File: config.mk
export PLATFORM = sky130hd
export DESIGN_NAME = block_pixel_compositor
export DESIGN_NICKNAME = d
export VERILOG_FILES = /design/src/rtl/block_pixel_compositor.sv
export SDC_FILE = /design/constraint.sdc
export NUM_CORES = 1
export LEC_CHECK = 0
export CAP_MARGIN = 20
export CELL_PAD_IN_SITES_DETAIL_PLACEMENT = 0
export CELL_PAD_IN_SITES_GLOBAL_PLACEMENT = 2
export CORE_MARGIN = 2
export CORE_UTILIZATION = 33
export DETAILED_ROUTE_END_ITERATION = 16
export GPL_TIMING_DRIVEN = 0
export PLACE_DENSITY = 0.8
export SLEW_MARGIN = 20
export SYNTH_ARGS = -nofsm -noshare
export SYNTH_HDL_FRONTEND = slang
export SYNTH_SLANG_ARGS = --single-unit
File: constraint.sdc
create_clock -name vclk -period 7.38 [get_ports vclk]
set_input_delay 1.476 -clock vclk [delete_from_list [all_inputs] [get_ports vclk]]
set_output_delay 1.476 -clock vclk [all_outputs]
set_load 0.02 [all_outputs]
File: src/rtl/block_pixel_compositor.sv
// Pixel compositor: merges NUM_BLOCKS block-renderer colour streams with the
// playfield background/border, re-aligns sync/blank to the renderer latency
// and reports per-frame block overlap statistics.
//
// Ports:
//   vclk, rst                 pixel clock, async active-high reset
//   hcount, vcount            timing-generator coordinates
//   hsync_in, vsync_in        syncs aligned with hcount
//   blank_in                  blanking aligned with hcount
//   pixel_bus, block_en       block colours/enables, PIPE_DELAY cycles after hcount
//   rgb, hsync, vsync, blank  registered composited pixel and delayed timing
//   frame_start               one-cycle pulse at the first pixel of a frame
//   collision, overlap_count  previous-frame overlap report (count saturates)
module block_pixel_compositor #(
    parameter int unsigned NUM_BLOCKS   = 4,
    parameter int unsigned PIPE_DELAY   = 2,
    parameter logic [7:0]  TRANSPARENT  = 8'h00,
    parameter logic [10:0] FIELD_X0     = 11'd200,
    parameter logic [10:0] FIELD_X1     = 11'd600,
    parameter logic [9:0]  FIELD_Y0     = 10'd40,
    parameter logic [9:0]  FIELD_Y1     = 10'd440,
    parameter int unsigned BORDER_W     = 4,
    parameter logic [7:0]  BG_COLOR     = 8'h24,
    parameter logic [7:0]  BORDER_COLOR = 8'hFF,
    parameter logic        SYNC_IDLE    = 1'b1
) (
    input  logic                      vclk,
    input  logic                      rst,
    input  logic [10:0]               hcount,
    input  logic [9:0]                vcount,
    input  logic                      hsync_in,
    input  logic                      vsync_in,
    input  logic                      blank_in,
    input  logic [8*NUM_BLOCKS-1:0]   pixel_bus,
    input  logic [NUM_BLOCKS-1:0]     block_en,
    output logic [7:0]                rgb,
    output logic                      hsync,
    output logic                      vsync,
    output logic                      blank,
    output logic                      frame_start,
    output logic                      collision,
    output logic [15:0]               overlap_count
);

    localparam int unsigned HW = 12;
    localparam int unsigned VW = 11;

    // Field and border edges in widened arithmetic; border inner edge clamps at 0.
    localparam logic [HW-1:0] FX0  = HW'(FIELD_X0);
    localparam logic [HW-1:0] FX1  = HW'(FIELD_X1);
    localparam logic [HW-1:0] BWX  = HW'(BORDER_W);
    localparam logic [HW-1:0] BX0  = (FX0 > BWX) ? (FX0 - BWX) : HW'(0);
    localparam logic [HW-1:0] BX1  = FX1 + BWX;
    localparam logic [VW-1:0] FY0  = VW'(FIELD_Y0);
    localparam logic [VW-1:0] FY1  = VW'(FIELD_Y1);
    localparam logic [VW-1:0] BWY  = VW'(BORDER_W);
    localparam logic [VW-1:0] BY0  = (FY0 > BWY) ? (FY0 - BWY) : VW'(0);
    localparam logic [VW-1:0] BY1  = FY1 + BWY;

    logic [10:0] dh_q  [PIPE_DELAY];
    logic [9:0]  dv_q  [PIPE_DELAY];
    logic        dhs_q [PIPE_DELAY];
    logic        dvs_q [PIPE_DELAY];
    logic        dbl_q [PIPE_DELAY];

    logic [7:0]  rgb_q, rgb_d;
    logic        hsync_q, vsync_q, blank_q;
    logic        fs_q, fs_d;
    logic        col_q, col_d;
    logic [15:0] cnt_q, cnt_d;
    logic [15:0] acc_q, acc_d;

    logic [10:0] dh;
    logic [9:0]  dv;
    logic        dbl;

    assign dh  = dh_q[PIPE_DELAY-1];
    assign dv  = dv_q[PIPE_DELAY-1];
    assign dbl = dbl_q[PIPE_DELAY-1];

    // Timing delay lines aligning coordinates and syncs with pixel_bus.
    always_ff @(posedge vclk or posedge rst) begin
        if (rst) begin
            for (int i = 0; i < PIPE_DELAY; i++) begin
                dh_q[i]  <= '0;
                dv_q[i]  <= '0;
                dhs_q[i] <= SYNC_IDLE;
                dvs_q[i] <= SYNC_IDLE;
                dbl_q[i] <= 1'b1;
            end
        end else begin
            dh_q[0]  <= hcount;
            dv_q[0]  <= vcount;
            dhs_q[0] <= hsync_in;
            dvs_q[0] <= vsync_in;
            dbl_q[0] <= blank_in;
            for (int i = 1; i < PIPE_DELAY; i++) begin
                dh_q[i]  <= dh_q[i-1];
                dv_q[i]  <= dv_q[i-1];
                dhs_q[i] <= dhs_q[i-1];
                dvs_q[i] <= dvs_q[i-1];
                dbl_q[i] <= dbl_q[i-1];
            end
        end
    end

    // Compositing priority, overlap detection and frame statistics.
    always_comb begin
        logic [NUM_BLOCKS-1:0] opaque;
        logic [7:0]            pick;
        logic                  seen;
        logic                  multi;
        logic                  in_field;
        logic                  in_border;
        logic                  overlap;
        logic                  boundary;

        opaque = '0;
        pick   = 8'h00;
        seen   = 1'b0;
        multi  = 1'b0;
        rgb_d  = 8'h00;
        fs_d   = 1'b0;
        col_d  = col_q;
        cnt_d  = cnt_q;
        acc_d  = acc_q;

        for (int i = 0; i < NUM_BLOCKS; i++) begin
            opaque[i] = block_en[i] && (pixel_bus[8*i +: 8] != TRANSPARENT);
            if (opaque[i]) begin
                multi = multi | seen;
                seen  = 1'b1;
            end
        end
        // Walk downwards so the lowest-index opaque block wins.
        for (int i = NUM_BLOCKS - 1; i >= 0; i--) begin
            if (opaque[i]) begin
                pick = pixel_bus[8*i +: 8];
            end
        end

        in_field  = (HW'(dh) >= FX0) && (HW'(dh) < FX1) &&
                    (VW'(dv) >= FY0) && (VW'(dv) < FY1);
        in_border = (HW'(dh) >= BX0) && (HW'(dh) < BX1) &&
                    (VW'(dv) >= BY0) && (VW'(dv) < BY1);

        if (dbl) begin
            rgb_d = 8'h00;
        end else if (seen) begin
            rgb_d = pick;
        end else if (in_field) begin
            rgb_d = BG_COLOR;
        end else if (in_border) begin
            rgb_d = BORDER_COLOR;
        end

        overlap  = !dbl && multi;
        boundary = (dh == 11'd0) && (dv == 10'd0);

        // The boundary pixel opens the new frame's accumulation.
        if (boundary) begin
            fs_d  = 1'b1;
            col_d = (acc_q != 16'd0);
            cnt_d = acc_q;
            acc_d = 16'(overlap);
        end else if (overlap && (acc_q != 16'hFFFF)) begin
            acc_d = acc_q + 16'd1;
        end
    end

    // Output stage and statistics registers.
    always_ff @(posedge vclk or posedge rst) begin
        if (rst) begin
            rgb_q   <= 8'h00;
            hsync_q <= SYNC_IDLE;
            vsync_q <= SYNC_IDLE;
            blank_q <= 1'b1;
            fs_q    <= 1'b0;
            col_q   <= 1'b0;
            cnt_q   <= 16'd0;
            acc_q   <= 16'd0;
        end else begin
            rgb_q   <= rgb_d;
            hsync_q <= dhs_q[PIPE_DELAY-1];
            vsync_q <= dvs_q[PIPE_DELAY-1];
            blank_q <= dbl;
            fs_q    <= fs_d;
            col_q   <= col_d;
            cnt_q   <= cnt_d;
            acc_q   <= acc_d;
        end
    end

    assign rgb           = rgb_q;
    assign hsync         = hsync_q;
    assign vsync         = vsync_q;
    assign blank         = blank_q;
    assign frame_start   = fs_q;
    assign collision     = col_q;
    assign overlap_count = cnt_q;

endmodule

==> out/summary.txt <==
status -> complete, no violations
Seq/Total Area, Yosys -> 63.14%
Hold WC Path Type -> reg -> reg
mapped cell area -> 3704 µm²
combinational share of power -> 14.1%
DR DRC count -> 0
DP Area -> 4790 µm²
Final Hold Vio Count -> 0
setup slack, reg-to-reg -> 4.91 ns
worst hold slack -> 0.3566 ns
std cell rows -> 38
Critical Path End Type -> flop
RSZ-0062 raised after global routing -> no
post-synthesis compound-gate area fraction -> 13.51%
post-synth net total -> 396
chip height -> 109.9 µm
max-slew violation count -> 0
Mean Syn Cell Area -> 11.16 µm²
vias in the first global route -> 2835
GRT Overall Usage -> 15.60%
Required @ worst endpoint -> 7.62 ns
Layout Nets -> 496
Worst-path clk slew -> 0.11 ns
clock latency on the worst-skew pair -> 0.37 ns
Inserted Clock Buffers -> 9
simple-gate area share of the yosys netlist -> 20.20%
first-pass GRT wire length -> 14.34 mm
Startpoint Class -> input pin
CTS H-tree depth -> 3
switching power -> 0.3039 mW
R2R Path End -> overlap_count[3]$_DFFE_PP0P_
share of cells above drive strength 1 -> 10.30%
First-pass DRT Iterations -> 4
Async S/R FF share, synth -> 100.0%
Final period util -> 49.44%
cts repair resizes -> 0
most area-hungry cell type in the Yosys netlist -> dfrtp_1
Final setup violation count -> 0
postcts setup bufs -> 0
Synth Area in XOR/XNOR -> 0%
Post-Synthesis Cells -> 332
number of max-cap violations -> 0
Post-Route WL -> 8.826 mm
setup TNS -> 0 ns
chip width -> 109.9 µm
Hold Path Cell Cnt -> 0
Post-Synth Adder-Cell Area -> 0.6757%
die area -> 12090 µm²
clock buffer depth -> 2
Clock power frac -> 31.7%
Synth top area share -> 56.76%
Worst Skew -> 0.01502 ns
antenna violations before repair -> 0
most frequent cell after synthesis -> dfrtp_1
Slew headroom -> 63.36%
design area -> 4990 µm²
largest net degree at the start of global routing -> 59
FF/Latch Area -> 2338 µm²
Synth top cells by count -> 84 x dfrtp_1, 65 x nand2_1, 15 x a21oi_1, 15 x or4_1, 12 x nand3_1
post-synth cell types -> 49
register share of total power -> 54.2%
Final Util -> 45.83%
dominant cells by area after synthesis -> dfrtp_1 57%, nand2_1 6.6%, dfstp_2 6.4%
Tmin final -> 3.648 ns
crit path DAT -> 3.89 ns
port bufs -> 88
worst slew pin tran -> 0.5467 ns
average wire per standard cell -> 15.30 µm
Core Area -> 10890 µm²
starting DRC count in detailed routing -> 136
YS warnings -> 0
pwr/cell area -> 212.4 nW/µm²
Hold-fix buffers, CTS -> 0
Seq cells post-synth -> 93
CTS tree -> yes
largest family of logic cells by synthesized area -> simple AND/OR/NAND/NOR gates
r2r worst-path depth -> 7
RR Startpoint -> dv[8]$_DFF_PP0_
Final GP Congestion -> 0.8166
routed via count -> 2884
post-synthesis mux area share -> 0.2703%
CP Capture Point -> rgb[6]$_DFF_PP0_
footprint of the multi-input gates -> 1284 µm²
Max Clock Freq -> 0.2741 GHz
WS Path Type -> in -> reg
Leakage -> 2.063 nW
area delta synth->final -> 34.73%
I/O Pins -> 91
drt via density -> 4.998
CTS Sinks -> 93
diode count -> 0
Starting Density -> 34.02%
Routed Antenna Nets -> 0
Synth Flop Type -> dfrtp_1
Fill cells -> 1033
Cells after DPL -> 561
crit-path max FO -> 10
Peak VDD IR -> 0.1110 mV
P_int -> 0.7559 mW
global route total overflow -> 0
number of synthesized flops with an enable pin -> 0
root buffer cell -> clkbuf_8
Setup crit start -> pixel_bus[20]
switching share of power -> 28.68%
post-route insts no fill -> 577
hpwl dp -> 6.365 mm
[cell families after synthesis]
group           Yosys count
simple gates            146
flops                    93
compound gates           73
buf+inv                  17
fa+ha+maj                 2
mux                       1
[flip-flops by register name, indices dropped and copies added, names as in the netlist]
name	cells
hsync	1
blank	1
overlap_count	16
dh_q	11
acc_q	16
dbl_q	1
vsync	1
dbl	1
frame_start	1
rgb	8
dv	10
dvs_q	2
dhs_q	2
collision	1
dv_q	10
dh	11
[worst min-delay path by stage]
stage | start | to | slack (ns)
6_report | dv_q[13]$_DFF_PP0_ | dv[3]$_DFF_PP0_ | 0.36
5_1_grt | dh_q[12]$_DFF_PP0_ | dh[1]$_DFF_PP0_ | 0.37
4_1_cts | dv_q[17]$_DFF_PP0_ | dv[7]$_DFF_PP0_ | 0.36
3_5_place_dp | dv_q[17]$_DFF_PP0_ | dv[7]$_DFF_PP0_ | 0.33
3_3_place_gp | dh_q[12]$_DFF_PP0_ | dh[1]$_DFF_PP0_ | 0.34
2_1_floorplan | dh_q[11]$_DFF_PP0_ | dh[0]$_DFF_PP0_ | 0.33
[power groups by stage]
stage	registers (mW)	logic [mW]	clock network [mW]
floorplan	0.588	0.0645	0
global placement	0.583	0.148	0
detailed placement	0.585	0.151	0
CTS	0.575	0.152	0.347
global route	0.580	0.167	0.369
finish	0.574	0.149	0.336
[placed cells by master (no fill, tap or decap), types with 2 or more instances in the layout]
cell type and instances:
o31ai_1 6, and3_1 4, nand2_1 65, o21a_1 2, nor3_1 8, or4_1 15, a21oi_1 15, o211a_1 2
o21ai_2 3, inv_8 3, dfrtp_1 84, a32oi_1 5, a31o_2 2, a31oi_1 7, o21ai_0 11, or3_1 7
nor2_1 6, clkinv_4 2, nand4_1 8, inv_1 3, clkbuf_1 4, nand3_1 12, o21ai_1 3, o22a_1 2
ha_1 2, clkdlybuf4s50_1 88, clkbuf_8 9, and2_1 3, o211ai_1 6, dfstp_2 9, nand2b_1 2, buf_4 3
nor4_1 9, buf_2 4
[worst max-delay path: stages]
cell	delay, ns
clkdlybuf4s50_1	0.42
or4_1	0.56
o21ai_1	0.22
buf_2	0.25
nand4_2	0.24
nor2b_1	0.26
a31oi_2	0.37
a211oi_1	0.08
[final cells by class]
| type | count | area share (%) |
|---|---|---|
| multi-input combinational | 222 | 25.73 |
| buffer | 12 | 1.254 |
| clock buffer | 9 | 2.482 |
| inverter | 5 | 0.4263 |
| tap | 140 | 3.511 |
| clock inverter | 7 | 1.530 |
| sequential | 93 | 46.87 |
| timing repair buffer | 89 | 18.20 |
[per-layer routing]
layer  wire length, µm  GRT usage (%)  vias to the layer above
li1                  -              -                     1431
met1              4074          22.35                     1355
met2              4064          23.31                       83
met3               518          3.260                       15
met4               169          5.696                        0
met5                 0              0                        -
[through the flow]
step | worst slack (ns) | total power, mW
floorplan | 3.499 | 0.6525
global placement | 2.132 | 0.7314
detailed placement | 3.367 | 0.7353
CTS | 3.763 | 1.074
global route | 3.626 | 1.117
finish | 3.732 | 1.060
Note: power is estimated with default switching activity, not from simulation.
